[src/rtl/apb_sleep_master.sv]
// Single-outstanding APB initiator: turns a req/gnt/rvalid port into APB
// SETUP/ACCESS phases with wait-state handling, PSLVERR reporting and a stall timeout.
module apb_sleep_master #(
  parameter int APB_ADDR_WIDTH = 12,
  parameter int TIMEOUT_CYCLES = 16
) (
  input  logic                      HCLK,
  input  logic                      HRESETn,
  input  logic                      req_i,
  input  logic                      we_i,
  input  logic [APB_ADDR_WIDTH-1:0] addr_i,
  input  logic [31:0]               wdata_i,
  output logic                      gnt_o,
  output logic                      rvalid_o,
  output logic [31:0]               rdata_o,
  output logic                      err_o,
  output logic [APB_ADDR_WIDTH-1:0] PADDR,
  output logic [31:0]               PWDATA,
  output logic                      PWRITE,
  output logic                      PSEL,
  output logic                      PENABLE,
  input  logic [31:0]               PRDATA,
  input  logic                      PREADY,
  input  logic                      PSLVERR
);

  localparam int CW = (TIMEOUT_CYCLES < 2) ? 1 : $clog2(TIMEOUT_CYCLES + 1);
  localparam logic [CW-1:0] TO_LIMIT = CW'(TIMEOUT_CYCLES);

  typedef enum logic [1:0] {IDLE, SETUP, ACCESS} state_t;

  state_t        state, state_next;
  logic [CW-1:0] cnt, cnt_next;
  logic          grant, complete, abort;

  logic [APB_ADDR_WIDTH-1:0] paddr_q;
  logic [31:0]               pwdata_q;
  logic                      pwrite_q;
  logic                      rvalid_q, err_q;
  logic [31:0]               rdata_q;

  always_ff @(posedge HCLK) begin
    if (!HRESETn) begin
      state <= IDLE;
      cnt   <= '0;
    end else begin
      state <= state_next;
      cnt   <= cnt_next;
    end
  end

  always_comb begin
    state_next = state;
    cnt_next   = cnt;
    grant      = 1'b0;
    complete   = 1'b0;
    abort      = 1'b0;
    case (state)
      IDLE: begin
        if (req_i) begin
          grant      = 1'b1;
          state_next = SETUP;
        end
      end
      SETUP: begin
        cnt_next   = '0;
        state_next = ACCESS;
      end
      ACCESS: begin
        // cnt holds the wait cycles already seen, so the abort lands on the
        // TIMEOUT_CYCLES-th stalled ACCESS cycle; a late PREADY still completes.
        if (PREADY) begin
          complete   = 1'b1;
          state_next = IDLE;
        end else begin
          cnt_next = cnt + CW'(1);
          if ((TIMEOUT_CYCLES != 0) && (cnt_next == TO_LIMIT)) begin
            abort      = 1'b1;
            state_next = IDLE;
          end
        end
      end
      default: state_next = IDLE;
    endcase
  end

  always_ff @(posedge HCLK) begin
    if (!HRESETn) begin
      paddr_q  <= '0;
      pwdata_q <= '0;
      pwrite_q <= 1'b0;
      rvalid_q <= 1'b0;
      err_q    <= 1'b0;
      rdata_q  <= '0;
    end else begin
      rvalid_q <= complete | abort;
      if (complete) begin
        err_q   <= PSLVERR;
        rdata_q <= pwrite_q ? 32'h0 : PRDATA;
      end else if (abort) begin
        err_q   <= 1'b1;
        rdata_q <= 32'h0;
      end else begin
        err_q <= 1'b0;
      end
      if (grant) begin
        paddr_q  <= {addr_i[APB_ADDR_WIDTH-1:2], 2'b00};
        pwrite_q <= we_i;
        pwdata_q <= we_i ? wdata_i : 32'h0;
      end
    end
  end

  assign gnt_o    = grant & HRESETn;
  assign PSEL     = (state != IDLE);
  assign PENABLE  = (state == ACCESS);
  assign PADDR    = paddr_q;
  assign PWDATA   = pwdata_q;
  assign PWRITE   = pwrite_q;
  assign rvalid_o = rvalid_q;
  assign err_o    = err_q;
  assign rdata_o  = rdata_q;

endmodule

[config.mk]
export PLATFORM = sky130hd
export DESIGN_NAME = apb_sleep_master
export DESIGN_NICKNAME = d
export VERILOG_FILES = /design/src/rtl/apb_sleep_master.sv
export SDC_FILE = /design/constraint.sdc
export NUM_CORES = 1
export LEC_CHECK = 0
export BUFFER_PORTS_ARGS = -buffer_cell sky130_fd_sc_hd__buf_4
export CORE_AREA = 2 2 78 95
export CTS_CLUSTER_DIAMETER = 60
export DETAILED_ROUTE_END_ITERATION = 10
export DIE_AREA = 0 0 80 97
export PLACE_DENSITY = 0.82
export SLEW_MARGIN = 0
export SYNTH_ARGS = -nofsm -noshare
export SYNTH_HDL_FRONTEND = slang
export SYNTH_SLANG_ARGS = --single-unit
[constraint.sdc]
create_clock -name HCLK -period 3.35 [get_ports HCLK]
set_clock_uncertainty 0.15 [all_clocks]
set_input_delay 0.67 -clock HCLK [delete_from_list [all_inputs] [get_ports HCLK]]
set_output_delay 0.67 -clock HCLK [all_outputs]
set_load 0.01 [all_outputs]
### After elaboration in Yosys (flattened, before gate mapping)

Index checks and enable logic that the tools add are counted.

| storage, ports and cells | value |
|---|---|
| flip-flop bits (word level) | 84 |
| bits of input ports | 82 |
| output and inout port bits | 82 |
| logic and storage cells | 42 |

| operators by class | value |
|---|---|
| add/subtract/negate cells | 1 |
| equal/unequal tests | 6 |
| muxes and demuxes | 19 |
| bitwise gates (word level) | 2 |
| reduce and logical (&&, ||, !) cells | 6 |

Operator list:

| kind | count |
|---|---|
| 2-to-1 mux 32 bit | 4 |
| case mux 5 bit (2 select lines) | 1 |
| 2-to-1 mux 1 bit | 9 |
| 2-to-1 mux 2 bit | 3 |
| case mux 2 bit (3 select lines) | 1 |
| nonzero test 2 bit | 3 |
| adder 5 x 1 -> 5 bit, second input constant | 1 |
| equality test 5 bit, second input constant | 1 |
| 2-to-1 mux 5 bit | 1 |
| inequality test 2 bit, second input constant | 2 |
| AND reduction 2 bit | 2 |
| inequality test 3 x 1 -> 1 bit, second input constant | 1 |
| equality test 2 x 1 -> 1 bit, second input constant | 1 |
| equality test 2 bit, second input constant | 1 |
| logical NOT 2 bit | 1 |
| bitwise AND 1 bit | 1 |
| bitwise OR 1 bit | 1 |

### Longest topological paths before layout

| logic depth | value |
|---|---|
| word-level depth | 7 |
| depth in mapped cells | 7 |
| depth with buffers taken out | 5 |

### Worst setup path after synthesis

No wires, ideal clock.

| path | value |
|---|---|
| path kind | in2out |
| start point | input port HRESETn |
| end point | output port gnt_o |
| data arrival time | 1,271 ps |
| data required time | 2,530 ps |
| setup slack | 1,259 ps |
| stages on the path | 3 |
| path buffers | 2 |
| cells stage by stage | buf_2 -> clkbuf_1 -> and3_1 |

| between the ends | value |
|---|---|
| longest elaborated chain between the ends | 1 |

RTL lines:

| what | RTL line | text |
|---|---|---|
| start, declared | 8 | `input logic HRESETn,` |
| bitwise AND 1 bit | 114 | `assign gnt_o = grant & HRESETn;` |
| end, declared | 13 | `output logic gnt_o,` |

Every way passes these cells.

### Final worst setup path

Ends and elaborated chain as after synthesis.

==> impl_metrics.ini <==
[layout]
fillCellCount = 566
syn_to_final_growth_pct = 41.8
multi_input_area_um2 = 1320
register_area_um2 = 1680
diodes = 0
nets = 556
layout-drive-gt1-share_pct = 38.1

[logic_synthesis]
yosys.area_share.simple_pct = 16.8
async_flop_share_pct = 0
synth_top_family_by_area = compound AO/OA/AOI/OAI gates
synth_top_area_cell = dfxtp_1
synth_compound_area_share_pct = 23.5
synth_top_cell_area_share_pct = 52.8
postSynthCellCount = 329
synth_common_cells = dfxtp_1 (84), nand2_1 (57), nand3_1 (33)
synth_area_leaders = dfxtp_1 (53%), a22o_1 (8.8%), nand2_1 (6.7%)
synth_edf_count = 0
ys_seq_area_share_pct = 52.8
ys_warn_count = 0
netlist_area_um2 = 3190
synth_fa_ha_area_share_pct = 0.393
post-synth-top-count-cell = dfxtp_1
synth.distinct_cells = 37
yosys.area_share.xor_xnor_pct = 0
synth.avg_cell_area_um2 = 9.68
synthMuxAreaShare_pct = 0.314
ys_ff_latch = 84
synth-main-ff-cell = dfxtp_1

[run_status]
status = finished, final reports clean

[timing]
final.setup.tns_ps = 0
hold_viol = 0
holdWs_ps = 301
period_minus_slack_ps = 2270
rsz0062_at_grt = no
setup_viol = 0
fmax_mhz = 441
fin_crit_sh_pct = 67.7
slew_viol_final = 0

[critical_path]
start_kind = input port
endpoint_kind = output pin
path_class = in -> out
arrival_ps = 1450
crit_fanout = 57
rr_worst_depth = 4
critPathRequiredTime_ps = 2530

[clock_tree]
insertion_delay_ps = 340
cts-root-buf = clkbuf_8
clkTransAtPathRegs_ps = 80
htree_levels = 3
cts_tree = built
post_cts.repair.setup_buffers = 0
cts_resized = 0
cts_sinks = 84
cts_made_buffers = 9
cts.path.max_buffers = 2
postCtsHoldBufs = 0

[route]
drc = 0
dr.first_iter.drc_count = 94
antenna_left = 0
wl_um = 8190
wl_per_cell_um = 14.5
first_pass_iters = 4
vias = 2930
viasPerCell = 5.19

[die]
die_width_um = 80
core_area_um2 = 6770
die_area_um2 = 7760
row_count = 33
start_util_pct = 47.0
ios = 164
die_h_um = 97

[global_route]
grt_antenna_before_repair = 0
overflow = 0
grt_max_degree = 58
grt_pass1_vias = 2855
grt_pass1_wl_um = 13200
grt_usage_pct = 21.0

[pwr]
p_leak_nw = 2.00
fin_total_pwr_mw = 1.98
ir_worst_vdd_v = 0.000269
power_density_nw_per_um2 = 438

[worst_hold_path]
holdPathStages = 2
min_path_type = reg -> reg

[placed_design]
portBuffers = 159
gp_congestion = 0.832
post-dp-hpwl_um = 5760

[flow_run]
maxCapViolCount = 0
==> per-layer routing <==
| metal | global-route usage [%] | vias up | wire length (um) | share of wire (%) |
|---|---|---|---|---|
| li1 | - | 1439 | - | - |
| met1 | 23.8 | 1343 | 3220 | 39 |
| met2 | 34.7 | 132 | 3860 | 47 |
| met3 | 8.68 | 16 | 938 | 11 |
| met4 | 7.95 | 0 | 175 | 2.1 |
| met5 | 0 | - | 0 | 0 |
==> path summary, 6_finish.rpt <==
| kind | slack, ps | startpoint | end |
|---|---|---|---|
| worst min-delay path | 300 | PWDATA[9] | PWDATA[9] |
| worst min register to register | 300 | PWDATA[9] | PWDATA[9] |
| worst max-delay path | 1080 | HRESETn | gnt_o |
| worst max register to register | 1470 | state[1] | rdata_o[17] |
==> per-stage QoR <==
stage	std cells	area, um2	setup slack, ps	util [%]
after floorplan	330	3190	1260	-
after global placement	549	4340	1090	64.0
after detailed placement	549	4340	1080	64.0
after CTS	565	4520	1090	66.7
after global routing	565	4520	1020	66.7
final	565	4520	1080	66.7
==> area by class of cell <==
type	count	share of cell area [%]
flip-flops and latches	84	37.2
multi-input cells	212	29.1
repair buffers	162	26.9
clock buffers	9	2.74
well taps	87	2.41
clock inverters	7	1.27
inverters	4	0.332
==> sequential cells by signal, summed over array words and instances, names as in the netlist <==
| signal | flops |
|---|---|
| PADDR | 10 |
| PWDATA | 32 |
| PWRITE | 1 |
| cnt | 5 |
| err_o | 1 |
| rdata_o | 32 |
| rvalid_o | 1 |
| state | 2 |
==> placed cells by master (no fill, tap or decap), types with 3 or more instances in the layout <==
cell type     n
clkinvlp_4    3
clkbuf_8      9
a21boi_0     19
inv_6         3
inv_1         4
and2_1        5
a21boi_1     24
nand2_1      57
dfxtp_1      84
nand3_1      33
a21oi_1       6
a22o_1       32
buf_4       162
o21ai_0       5
==> worst max-delay path, stage by stage <==
cell and delay, ps:
buf_4 390, and3_1 240, buf_4 120
==> logic make-up (layout without fill, tap and decap cells) <==
| logic type | Yosys count | after routing |
|---|---|---|
| AO/OA/AOI/OAI | 96 | 96 |
| adder cells (fa/ha/maj) | 1 | 1 |
| buffers and inverters | 34 | 182 |
| flip-flops | 84 | 84 |
| multiplexers | 1 | 1 |
| other | 1 | 2 |
| AND/OR/NAND/NOR | 112 | 112 |
==> power by group <==
part	switching, mW	internal (mW)
Clock	0.373	0.278
Sequential	0.0239	1.04
Combinational	0.127	0.144
Power figures use the tool's default switching activity.
